File: config.mk
export PLATFORM = sky130hd
export DESIGN_NAME = op_lut_hdr_word_tracker
export DESIGN_NICKNAME = d
export VERILOG_FILES = /design/src/rtl/op_lut_hdr_word_tracker_pkg.sv /design/src/rtl/op_lut_stat_counter.sv /design/src/rtl/op_lut_hdr_word_tracker.sv
export SDC_FILE = /design/constraint.sdc
export NUM_CORES = 1
export LEC_CHECK = 0
export CORE_MARGIN = 2
export CORE_UTILIZATION = 47
export DETAILED_ROUTE_END_ITERATION = 6
export HOLD_SLACK_MARGIN = 0.02
export PLACE_DENSITY = 0.86
export SETUP_SLACK_MARGIN = 0.15
export SLEW_MARGIN = 20
export SYNTH_ARGS = -nofsm -noshare
export SYNTH_HDL_FRONTEND = slang
export SYNTH_SLANG_ARGS = --single-unit
File: constraint.sdc
create_clock -name clk -period 5.2 [get_ports clk]
set_input_delay 0.52 -clock clk [delete_from_list [all_inputs] [get_ports clk]]
set_output_delay 0.52 -clock clk [all_outputs]
set_load 0.05 [all_outputs]
File: src/rtl/op_lut_hdr_word_tracker_pkg.sv
// Shared op-LUT definitions: header word indices, ethertype and tracker FSM states.
// Used by the header word tracker and the downstream filter/ARP blocks.
package op_lut_hdr_word_tracker_pkg;

    localparam int unsigned WORD_CNT_W      = 3;
    localparam int unsigned WORD_MAC_DA     = 0;
    localparam int unsigned WORD_MAC_SA_ETH = 1;
    localparam int unsigned WORD_IP_LEN_TTL = 2;
    localparam int unsigned WORD_IP_SRC_DST = 3;
    localparam int unsigned WORD_IP_DST_LO  = 4;
    localparam int unsigned WORD_CNT_SAT    = 5;

    localparam logic [15:0] ETH_TYPE_IP  = 16'h0800;
    localparam logic [3:0]  IP_VERSION_4 = 4'd4;

    typedef enum logic [1:0] {
        MOD_HDRS = 2'd0,
        IN_HDR   = 2'd1,
        PAYLOAD  = 2'd2
    } tracker_state_e;

    // IPv4 test on word 1: ethertype field and IP version nibble.
    function automatic logic is_ipv4(input logic [15:0] ethertype, input logic [3:0] version);
        return (ethertype == ETH_TYPE_IP) && (version == IP_VERSION_4);
    endfunction

endpackage

File: src/rtl/op_lut_stat_counter.sv
// Statistics counter: increments by one on each inc_i pulse, wraps modulo 2^CNT_WIDTH.
// Ports: clk, reset (sync, active-high), inc_i (increment pulse), count_o (current count).
module op_lut_stat_counter
    import op_lut_hdr_word_tracker_pkg::*;
#(
    parameter int unsigned CNT_WIDTH = 32
) (
    input  logic                 clk,
    input  logic                 reset,
    input  logic                 inc_i,
    output logic [CNT_WIDTH-1:0] count_o
);

    logic [CNT_WIDTH-1:0] count_q;

    always_ff @(posedge clk) begin
        if (reset) begin
            count_q <= '0;
        end else if (inc_i) begin
            count_q <= count_q + CNT_WIDTH'(1);
        end
    end

    assign count_o = count_q;

endmodule

File: src/rtl/op_lut_hdr_word_tracker.sv
// Output-port-lookup header word tracker. Watches the 64-bit packet bus and emits
// zero-latency strobes aligned with the MAC / IP header words, plus per-packet IPv4
// status, an EOP pulse, a short-packet pulse and packet/short-packet counters.
// Ports:
//   clk, reset (sync, active-high)
//   in_data, in_ctrl, in_wr          observed packet bus (never modified)
//   word_MAC_DA .. word_IP_DST_LO    one-cycle strobes for header words 0..4
//   pkt_is_ipv4                      registered at word 1, cleared after EOP
//   eop, short_pkt                   pulses with the last word of a packet
//   num_pkts, num_short_pkts         wrapping statistics counters
// Configuration: define OP_LUT_IPV4_GATE_EN to gate IP word strobes and short_pkt
// on pkt_is_ipv4.
module op_lut_hdr_word_tracker
    import op_lut_hdr_word_tracker_pkg::*;
#(
    parameter int unsigned DATA_WIDTH = 64,
    parameter int unsigned CTRL_WIDTH = DATA_WIDTH / 8,
    parameter int unsigned CNT_WIDTH  = 32
) (
    input  logic                  clk,
    input  logic                  reset,
    input  logic [DATA_WIDTH-1:0] in_data,
    input  logic [CTRL_WIDTH-1:0] in_ctrl,
    input  logic                  in_wr,
    output logic                  word_MAC_DA,
    output logic                  word_MAC_SA_ETH,
    output logic                  word_IP_LEN_TTL,
    output logic                  word_IP_SRC_DST,
    output logic                  word_IP_DST_LO,
    output logic                  pkt_is_ipv4,
    output logic                  eop,
    output logic                  short_pkt,
    output logic [CNT_WIDTH-1:0]  num_pkts,
    output logic [CNT_WIDTH-1:0]  num_short_pkts
);

    tracker_state_e        state_q, state_d;
    logic [WORD_CNT_W-1:0] word_cnt_q, word_cnt_d;
    logic                  ipv4_q, ipv4_d;

    logic                  ctrl_zero;
    logic                  active;
    logic                  data_word;
    logic [WORD_CNT_W-1:0] word_idx;
    logic                  ip_gate;

    // Only the ethertype/version bits of the bus are inspected.
    logic unused_data;
    assign unused_data = ^{in_data[DATA_WIDTH-1:32], in_data[11:0]};

    assign ctrl_zero = (in_ctrl == '0);
    // Combinational outputs are suppressed while reset is held.
    assign active    = in_wr & ~reset;

    // Word 0 is recognised while still in MOD_HDRS; later header words (EOP included) come from IN_HDR.
    assign data_word = active & (((state_q == MOD_HDRS) & ctrl_zero) | (state_q == IN_HDR));
    assign word_idx  = (state_q == MOD_HDRS) ? WORD_CNT_W'(WORD_MAC_DA) : word_cnt_q;

`ifdef OP_LUT_IPV4_GATE_EN
    assign ip_gate = ipv4_q;
`else
    assign ip_gate = 1'b1;
`endif

    assign word_MAC_DA     = data_word & (word_idx == WORD_CNT_W'(WORD_MAC_DA));
    assign word_MAC_SA_ETH = data_word & (word_idx == WORD_CNT_W'(WORD_MAC_SA_ETH));
    assign word_IP_LEN_TTL = data_word & ip_gate & (word_idx == WORD_CNT_W'(WORD_IP_LEN_TTL));
    assign word_IP_SRC_DST = data_word & ip_gate & (word_idx == WORD_CNT_W'(WORD_IP_SRC_DST));
    assign word_IP_DST_LO  = data_word & ip_gate & (word_idx == WORD_CNT_W'(WORD_IP_DST_LO));

    assign eop       = active & ~ctrl_zero & (state_q != MOD_HDRS);
    // Short means the packet ended before the dest-IP low word was reached.
    assign short_pkt = eop & ip_gate & (state_q == IN_HDR) &
                       (word_cnt_q < WORD_CNT_W'(WORD_IP_DST_LO));

    assign pkt_is_ipv4 = ipv4_q;

    // Next-state: word position tracking and IPv4 flag capture.
    always_comb begin
        state_d    = state_q;
        word_cnt_d = word_cnt_q;
        ipv4_d     = ipv4_q;
        if (in_wr) begin
            unique case (state_q)
                MOD_HDRS: begin
                    if (ctrl_zero) begin
                        state_d    = IN_HDR;
                        word_cnt_d = WORD_CNT_W'(1);
                    end
                end
                IN_HDR: begin
                    if (ctrl_zero) begin
                        if (word_cnt_q != WORD_CNT_W'(WORD_CNT_SAT)) begin
                            word_cnt_d = word_cnt_q + WORD_CNT_W'(1);
                        end
                        if (word_cnt_q == WORD_CNT_W'(WORD_IP_DST_LO)) begin
                            state_d = PAYLOAD;
                        end
                    end else begin
                        state_d    = MOD_HDRS;
                        word_cnt_d = '0;
                    end
                end
                PAYLOAD: begin
                    if (!ctrl_zero) begin
                        state_d    = MOD_HDRS;
                        word_cnt_d = '0;
                    end
                end
                default: begin
                    state_d    = MOD_HDRS;
                    word_cnt_d = '0;
                end
            endcase
        end
        if (word_MAC_SA_ETH) begin
            ipv4_d = is_ipv4(in_data[31:16], in_data[15:12]);
        end
        if (eop) begin
            ipv4_d = 1'b0;
        end
    end

    always_ff @(posedge clk) begin
        if (reset) begin
            state_q    <= MOD_HDRS;
            word_cnt_q <= '0;
            ipv4_q     <= 1'b0;
        end else begin
            state_q    <= state_d;
            word_cnt_q <= word_cnt_d;
            ipv4_q     <= ipv4_d;
        end
    end

    op_lut_stat_counter #(.CNT_WIDTH(CNT_WIDTH)) u_pkt_cnt (
        .clk     (clk),
        .reset   (reset),
        .inc_i   (eop),
        .count_o (num_pkts)
    );

    op_lut_stat_counter #(.CNT_WIDTH(CNT_WIDTH)) u_short_cnt (
        .clk     (clk),
        .reset   (reset),
        .inc_i   (short_pkt),
        .count_o (num_short_pkts)
    );

endmodule

# Yosys cells after proc, flatten, opt, wreduce, memory -nomap -nowiden
# Index checks and enable logic that the tools add are counted.
[op_classes]
n_bitwise = 15
reduce_logical = 8
addsub = 3
n_eq_ne = 14
order_cmp = 1
mux = 11
[op_table]
columns = ["operator", "count"]
rows = [
  ["$add 32x1->32 const B", 2],
  ["$eq 16x12->1 const B", 1],
  ["$mux 3", 5],
  ["$and 1x1->1", 12],
  ["$pmux 3 s3", 1],
  ["$logic_not 8->1", 1],
  ["$mux 2", 4],
  ["$reduce_and 4->1", 2],
  ["$eq 3x2->1 const B", 2],
  ["$eq 3x3->1 const B", 2],
  ["$ne 3x2->1 const B", 2],
  ["$pmux 2 s3", 1],
  ["$eq 4x3->1 const B", 1],
  ["$ne 2x2->1 const B", 2],
  ["$add 3x1->3 const B", 1],
  ["$eq 3x1->1 const B", 1],
  ["$logic_not 3->1", 1],
  ["$lt 3x3->1 const B", 1],
  ["$ne 3x3->1 const B", 1],
  ["$eq 2x1->1 const B", 1],
  ["$eq 2x2->1 const B", 1],
  ["$logic_not 2->1", 1],
  ["$not 1->1", 2],
  ["$reduce_bool 2->1", 1],
  ["other kinds (3)", 3],
]
[totals]
output_inout_bits = 72
elab_cells = 57
regBits = 70

# Depth between registers and ports, before layout
# Gate-level depths: netlist of the first run.
[depth]
depth_word = 6
mapped_depth = 9
mapped_depth_nobuf = 7

# By module
# Synthesis of the first run repeated with hierarchy kept, for this count alone.
[hier_totals]
hier_cells = 441
hier_area_um2 = 3704.8
[by_module_without_submodules]
columns = ["mod", "area_per_inst_um2", "cells_each", "n_inst"]
rows = [
  ["op_lut_stat_counter", 1564.0, 181, 2],
  ["op_lut_hdr_word_tracker", 576.8, 79, 1],
]

# Worst setup path before layout of the first run
# No wires, ideal clock.
[synth_timing]
path_type = "input to output"
startpoint = "input in_ctrl[5]"
endpoint = "output word_MAC_DA"
path_buffers = 1
path_stages = 5
path_slack_ns = 1.781
arrival_time_ns = 2.899
cell_sequence = "or4_4 buf_6 nor3_1 a31oi_1 nor4_1"
[synth_between]
elab_chain_cells = 5
[synth_rtl]
columns = ["item", "line_no", "text"]
rows = [
  ["start: declaration", "op_lut_hdr_word_tracker.sv:23", "input logic [CTRL_WIDTH-1:0] in_ctrl,"],
  ["$logic_not 8->1", "op_lut_hdr_word_tracker.sv:51", "assign ctrl_zero = (in_ctrl == '0);"],
  ["$and 1x1->1", "op_lut_hdr_word_tracker.sv:56", "assign data_word = active & (((state_q == MOD_HDRS) & ctrl_zero) | (state_q == IN_HDR));"],
  ["$or 1x1->1", "op_lut_hdr_word_tracker.sv:56", ""],
  ["$and 1x1->1", "op_lut_hdr_word_tracker.sv:56", ""],
  ["$and 1x1->1", "op_lut_hdr_word_tracker.sv:65", "assign word_MAC_DA = data_word & (word_idx == WORD_CNT_W'(WORD_MAC_DA));"],
  ["end: declaration", "op_lut_hdr_word_tracker.sv:25", "output logic word_MAC_DA,"],
]
# No other way between the ends.

# Final worst setup path of the first run
[layout_timing]
startpoint = "input in_ctrl[1]"
endpoint = "output word_MAC_DA"
# Same word-level chain as after synthesis.

==> summary.md, run 1 <==
| Metric | Value |
|---|---|
| Netlist Area Pre-Place | 3610 µm² |
| Cells after DPL | around 600 |
| Initial Util | 49.3% |
| Ant diodes | 0 |
| Share of flip-flops with an asynchronous set or reset | 0% |
| DR vias/cell | 5.61 |
| Detailed-route DRC error count | 0 |
| Most frequent CP cell | clkdlybuf4s50_1 |
| Post-CTS setup buffer count | 0 |
| Gate Count Post-Synth | between 400 and 500 |
| Syn avg cell area | around 8.3 µm² |
| Vias | ~3500 |
| Dpl ws | 1680 ps |
| Clock network fraction of total power | around two fifths |
| Power Density | 201 nW/µm² |
| Number of synthesized flops with an enable pin | 0 |
| Worst-path cell chain | clkdlybuf4s50_1 -> or4_1 -> nor3_1 -> a31oi_1 -> nor4_1 -> clkdlybuf4s50_1 |
| Sw power | about 200 µW |
| Worst-margin pin slew | 556 ps |
| Antenna-violating nets left | 0 |
| Post-cts resize count | 0 |
| Largest stage delay on the critical path | 860 ps |
| Fin. max-slew vios | 0 |
| Fillers | roughly 600 |
| Die Width | 91.7 µm |
| #FFs+latches synth | 70 |
| CP startpoint kind | primary input |
| Clk slew on worst S/H paths | 70 ps |
| Final wirelength | 8800 µm |
| Worst IR Drop VDD | around 110 µV |
| Pint | ~760 µW |
| Sw frac | a little over a fifth |
| CP arrival | 3030 ps |
| Die height | around 92 µm |
| Area growth, synth to finish | 33.4% |
| Finished Cell Area | ~4800 µm² |
| CTS tree | yes |
| Final Skew | 11.4 ps |
| Seq. cell area | about 1400 µm² |
| TritonRoute pass-1 iters | 5 |
| Port bufs | roughly 100 |
| Clock root buffer | clkbuf_8 |
| Worst r2r dst | u_short_cnt.count_o[31]$_SDFFE_PP0P_ |
| H-tree levels | 3 |
| Final worst-path cycle share | 68.3% |
| Ys flop type | dfxtp_1 |
| Comb power frac | 3.8% |
| CTS max path bufs | 2 |
| Hold Buf Count CTS | 0 |
| Hold crit path type | flop to flop |
| Row cnt | 31 |
| FF-to-FF setup slack | slightly below 3000 ps |
| DP HPWL | ~6400 µm |
| Final core utilization | 65.7% |
| Buf/Inv on CP | 2 |
| Sequential area share after synthesis | 38.8% |
| Synth warn | 0 |
| Crit. Startpoint | in_ctrl[1] |
| Filler-free cell count of the finished design | 630 |
| Hold path endpoint | u_short_cnt.count_o[22]$_SDFFE_PP0P_ |
| Hold Crit Start | u_short_cnt.count_o[22]$_SDFFE_PP0P_ |
| WHS Path Cells | 2 |
| Net count after synthesis | about 510 |
| Netlist cell types | between 40 and 50 |
| Critical path depth in cells | 6 |
| Iteration-0 DRC Markers | 140 |
| Setup CP Type | primary input to output pin |
| Clk Latency, worst-skew pair | roughly 330 ps |
| Initial antenna violation count | 0 |
| Setup TNS | 0 ps |
| GR Overflow Total | 0 |
| Global-route wire length before repair | between 10000 and 15000 µm |
| Max Cap Viol | 0 |
| Clock Sink Count | 70 |
| Drt wl/cell | about 14 µm |
| GP Congestion | around 0.82 |
| Post-DP Area | 4640 µm² |
| Largest net degree at the start of global routing | 49 |
| F_max | 282 MHz |
| Multi-input gate area | ~2000 µm² |
| Crit Reg-Reg Startpoint | u_short_cnt.count_o[2]$_SDFFE_PP0P_ |
| Core area | roughly 7300 µm² |
| Top cell family by delay on the critical path | buffers and inverters |
| Outcome | complete, no violations |
| Sequential Power Share | 55.5% |
| CTS Buf Count | 9 |
| Crit path capture type | output pin |
| Post-route minimum period | 3550 ps |
| Req. time, crit path | about 4700 ps |
| Crit path max fanout | 9 |
| Hold Vio Cnt, Final | 0 |
| Leak | ~0.0015 µW |
| Final net count | roughly 610 |
| Slew margin rel. | 62.9% |
| GRT Total Usage | a little over a fifth |
| Setup WS post-layout | between 1500 and 2000 ps |
| IO Count | ~150 |
| Share of cells above drive strength 1 | under 10% |
| Slowest-stage cell, CP | clkdlybuf4s50_1 |
| Vias in the first global route | 3313 |
| Die Area | 8400 µm² |
| Final setup viols | 0 |
| Worst r2r path cells | 5 |
| RSZ-0062 raised after global routing | no |
flip-flops by register name, summed over array words and instances, names as in the netlist:
name                 count
pkt_is_ipv4              1
u_pkt_cnt.count_o       32
word_cnt_q               3
state_q                  2
u_short_cnt.count_o     32
stage by stage:
step | total power [µW] | hold WS [ps]
floorplan | 561 | 495
global placement | 585 | 469
detailed placement | 586 | 490
CTS | 974 | 501
global route | 998 | 538
finish | 966 | 499
layout by cell type (no fill, tap or decap), types with 2 or more instances in the layout:
master,count
or2_2,5
nand2b_1,5
and3_1,7
nor4_1,16
o2111a_1,2
nand4_2,3
o31ai_1,6
and4_1,9
nor2_1,48
nand4_1,23
nand3_1,28
and2_1,5
nor2b_1,4
mux2i_1,4
nor4b_1,2
clkdlybuf4s50_1,101
a21o_1,2
a21oi_1,28
xnor2_1,20
clkbuf_8,12
nor3_1,7
xor2_1,13
inv_1,13
o21ai_0,22
dfxtp_1,70
ha_1,5
or3_1,18
nand2_1,27
or4_1,8
worst min-delay path: stages, from the launching register on:
cell and delay [ps]:
dfxtp_1 330, o31ai_1 70, a21oi_1 50
synthesized netlist by cell type, types with 2 or more instances:
master	number	area share, %
dfxtp_1	70	39
and2_1	5	0.87
buf_4	2	0.42
o21ai_0	22	3.0
nand2b_1	5	0.87
xor2_1	13	3.2
xnor2_1	20	4.9
nand2_1	27	2.8
or2_2	5	0.87
o31ai_1	6	1.2
ha_1	5	1.7
buf_2	3	0.42
nor2_1	48	5.0
and4_1	9	2.2
nor3_1	7	0.97
mux2i_1	4	1.1
nand4_1	23	4.0
or4_1	8	1.7
nor4b_1	2	0.49
nor2b_1	4	0.69
and3_1	7	1.2
nand3_1	28	3.9
a21oi_1	28	3.9
clkbuf_1	11	1.1
nand4_2	3	1.0
or3_1	18	3.1
nor4_1	16	2.8
inv_1	13	1.4
buf_6	2	0.62
a21o_1	2	0.42
o2111a_1	2	0.62
area by class of cell:
class	count	area share, %
clock buffers	13	3.51
well taps	99	2.57
repair buffers	103	21.2
clock inverters	1	0.104
multi-input cells	330	42.4
flip-flops and latches	70	29.1
inverters	14	1.09
power groups by stage:
| stage | sequential (µW) | clock, µW | combinational (µW) |
|---|---|---|---|
| after detailed placement | 548 | 0 | 37.5 |
| final | 536 | 393 | 37.1 |
| after global routing | 536 | 422 | 40.4 |
| after CTS | 536 | 400 | 37.5 |
| after floorplan | 548 | 0 | 12.8 |
| after global placement | 548 | 0 | 36.6 |
logic make-up (layout without fill, tap and decap cells):
| group | count (synthesis) | after routing | synth area share, % |
|---|---|---|---|
| XOR/XNOR | 33 | 33 | 8.00 |
| multiplexers | 4 | 4 | 1.11 |
| flip-flops | 70 | 70 | 38.8 |
| AND/OR/NAND/NOR | 220 | 220 | 33.9 |
| adder cells (fa/ha/maj) | 5 | 5 | 1.73 |
| AO/OA/AOI/OAI | 68 | 68 | 11.9 |
| buffers and inverters | 33 | 131 | 4.61 |
layer usage:
| metal | vias up | global-route usage [%] | share of wire (%) |
|---|---|---|---|
| li1 | 1758 | - | - |
| met1 | 1661 | 26.4 | 45 |
| met2 | 110 | 37.1 | 50 |
| met3 | 8 | 2.30 | 4.5 |
| met4 | 0 | 7.83 | 0.97 |
| met5 | - | 0 | 0 |
how the worst max path moves through the flow:
stage                     slack [ps]     endpoint
final                           1650  word_MAC_DA
after global routing            1500  word_MAC_DA
after CTS                       1660  word_MAC_DA
after detailed placement        1680  word_MAC_DA
after global placement          1630  word_MAC_DA
after floorplan                 1780  word_MAC_DA
Power figures use the tool's default switching activity.
==> run 2: changes to the inputs <==
--- a/config.mk
+++ b/config.mk
@@ -6,10 +6,10 @@
 export NUM_CORES = 1
 export LEC_CHECK = 0
 export CORE_MARGIN = 2
-export CORE_UTILIZATION = 47
+export CORE_UTILIZATION = 39
 export DETAILED_ROUTE_END_ITERATION = 6
 export HOLD_SLACK_MARGIN = 0.02
-export PLACE_DENSITY = 0.86
+export PLACE_DENSITY = 0.77
 export SETUP_SLACK_MARGIN = 0.15
 export SLEW_MARGIN = 20
 export SYNTH_ARGS = -nofsm -noshare
==> constraint.sdc (replaced) <==
create_clock -name clk -period 2.9 [get_ports clk]
set_input_delay 0.29 -clock clk [delete_from_list [all_inputs] [get_ports clk]]
set_output_delay 0.29 -clock clk [all_outputs]
set_load 0.05 [all_outputs]
==> run 2 against run 1 <==
Against the previous run:
- sequential share of layout area is 0.84 points lower
- global-route usage is 2.8 points lower
- clock skew hardly changed
- setup slack worse by 1300 ps
- critical endpoint is now word_IP_DST_LO
- largest cell class unchanged
- highest routed layer unchanged
==> summary.md, run 2 (synthesis gave the netlist of run 1 again) <==
| Metric | Value |
|---|---|
| Outcome | complete, no violations |
| Final core utilization | 54.5% (-11 points) |
| Initial antenna violation count | 0 (unchanged) |
| Clock Sink Count | 70 (unchanged) |
| Hold Vio Cnt, Final | 0 (unchanged) |
| Die height | 100 µm (+9.4%) |
| CP arrival | 2270 ps (-760 ps) |
| Crit path capture type | output pin |
| Power Density | 399 nW/µm² (+99%) |
| Cells after DPL | 632 (+2.6%) |
| Clk slew on worst S/H paths | 70 ps (about the same) |
| Commonest non-fill, non-tap cell in the layout | clkdlybuf4s50_1 |
| Slew margin rel. | 62.5% (-0.46 points) |
| Setup CP Type | primary input to output pin |
| Slowest-stage cell, CP | clkdlybuf4s50_1 |
| Clock network fraction of total power | 48.1% (+7.4 points) |
| RSZ-0062 raised after global routing | no |
| CP startpoint kind | primary input |
| Iteration-0 DRC Markers | 117 (-16%) |
| GRT Total Usage | 18.3% (-2.8 points) |
| Core area | 9110 µm² (+24%) |
| Final total power | 1980 µW (+110%) |
| Detailed-route DRC error count | 0 (unchanged) |
| Worst IR Drop VDD | 205 µV (+84%) |
| Final worst-path cycle share | between 80% and 90% |
| Filler-free cell count of the finished design | 648 (+2.9%) |
| Comb power frac | 3.5% (-0.3 points) |
| Antenna-violating nets left | 0 (unchanged) |
| Worst-margin pin slew | 561 ps (+5.21 ps) |
| GP Congestion | 0.797 (-2.7%) |
| Post-cts resize count | 0 (unchanged) |
| Sequential Power Share | 48.4% (-7.1 points) |
| Hold Buf Count CTS | 0 (unchanged) |
| Vias | 3562 (+0.71%) |
| Top cell family by delay on the critical path | buffers and inverters |
| Finished Cell Area | 4960 µm² (+3.0%) |
| TritonRoute pass-1 iters | 4 (-1) |
| Fin. max-slew vios | 0 (unchanged) |
| CTS max path bufs | 2 (unchanged) |
| Die Area | 10000 µm² (+20%) |
| Port bufs | 102 (unchanged) |
| Vias in the first global route | 3379 (+2.0%) |
| Leak | 0.00159 µW (+4.6%) |
| Area growth, synth to finish | 37.4% |
| GR Overflow Total | 0 (unchanged) |
| Largest stage delay on the critical path | 810 ps (-50 ps) |
| Most frequent CP cell | clkdlybuf4s50_1 |
| Req. time, crit path | 2610 ps (-2070 ps) |
| Setup TNS | 0 ps (unchanged) |
| Post-CTS setup buffer count | 0 (unchanged) |
| Ant diodes | 0 (unchanged) |
| Initial Util | 39.6% (-9.6 points) |
| Drt wl/cell | 14.0 µm (+0.32%) |
| Final wirelength | 9080 µm (+3.2%) |
| Clock root buffer | clkbuf_8 |
| Post-route minimum period | 2560 ps |
| Global-route wire length before repair | 15200 µm (+1.9%) |
| Row cnt | 35 (+13%) |
| Final Skew | 11.2 ps (-0.234 ps) |
| Post-DP Area | 4720 µm² (+1.6%) |
| Final setup viols | 0 (unchanged) |
| Pint | 1570 µW (+110%) |
| Worst-path cell chain | clkdlybuf4s50_1 -> and4bb_4 -> and3_1 -> clkdlybuf4s50_1 |
| Final net count | 612 (+0.66%) |
| Buf/Inv on CP | 2 (unchanged) |
| Crit path max fanout | 8 (-1) |
| Largest net degree at the start of global routing | 40 (-18%) |
| Sw power | 407 µW (+100%) |
| Clk Latency, worst-skew pair | 340 ps (about the same) |
| IO Count | 147 (unchanged) |
| Max Cap Viol | 0 (unchanged) |
| Fillers | 834 (+39%) |
| H-tree levels | 3 (unchanged) |
| Hold crit path type | primary input to flop |
| Die Width | 100 µm (+9.4%) |
| DP HPWL | 6740 µm (+5.4%) |
| CTS tree | yes |
| F_max | ~400 MHz |
| CTS Buf Count | 9 (unchanged) |
| Share of cells above drive strength 1 | 8.01% (+2.5 points) |
| Sw frac | 20.6% (-0.32 points) |
| Commonest cells after routing, fill and taps aside | clkdlybuf4s50_1, dfxtp_1, nor2_1, nand3_1, a21oi_1 |
| DR vias/cell | 5.50 (-2.1%) |
-- run 2: final timing paths --
| path | from | depth (start not counted) | endpoint | slack [ps] |
|---|---|---|---|---|
| worst max-delay path | in_wr | 4 | word_IP_DST_LO | 340 |
| worst min-delay path | reset | 2 | word_cnt_q[0]$_SDFFE_PP0P_ | 220 |
| worst max register to register | u_short_cnt.count_o[2]$_SDFFE_PP0P_ | 5 | u_short_cnt.count_o[31]$_SDFFE_PP0P_ | 590 |
| worst min register to register | pkt_is_ipv4$_SDFFE_PP0P_ | 2 | pkt_is_ipv4$_SDFFE_PP0P_ | 480 |
-- run 2: metal layers --
| layer | global-route usage, % | wire length (µm) |
|---|---|---|
| met1 | 22.7 | 4030 |
| met2 | 30.6 | 4510 |
| met3 | 4.60 | 375 |
| met4 | 7.06 | 161 |
| met5 | 0 | 0 |
-- run 2: metrics by stage --
stage | hold slack, ps | worst slack [ps]
finish | 223 | 345
global route | 236 | 264
CTS | 200 | 378
detailed placement | 479 | 326
global placement | 469 | 382
floorplan | 438 | 469
-- run 2: power groups by stage --
stage	clock [µW]	sequential [µW]	combinational (µW)
2_1_floorplan	0	983	23.2
3_3_place_gp	0	983	67.8
3_5_place_dp	0	983	69.0
4_1_cts	976	960	69.1
5_1_grt	1010	960	74.1
6_report	953	960	69.3
-- run 2: worst register-to-register path: cells and delay by family (launching register included) --
family	cells	cell delay, ps
and+or+nand+nor	4	1680
AOI/OAI and AO/OA	1	140
DFF	1	430
-- run 2: area by class of cell --
type                            count  area, µm²  share of cell area (%)
Sequential cell                    70       1400                    28.2
Tap cell                          111        139                    2.80
Inverter                           14       52.6                    1.06
Clock inverter                      7        120                    2.42
Timing Repair Buffer              107       1080                    21.7
Clock buffer                        9        124                    2.50
Multi-Input combinational cell    330       2050                    41.3
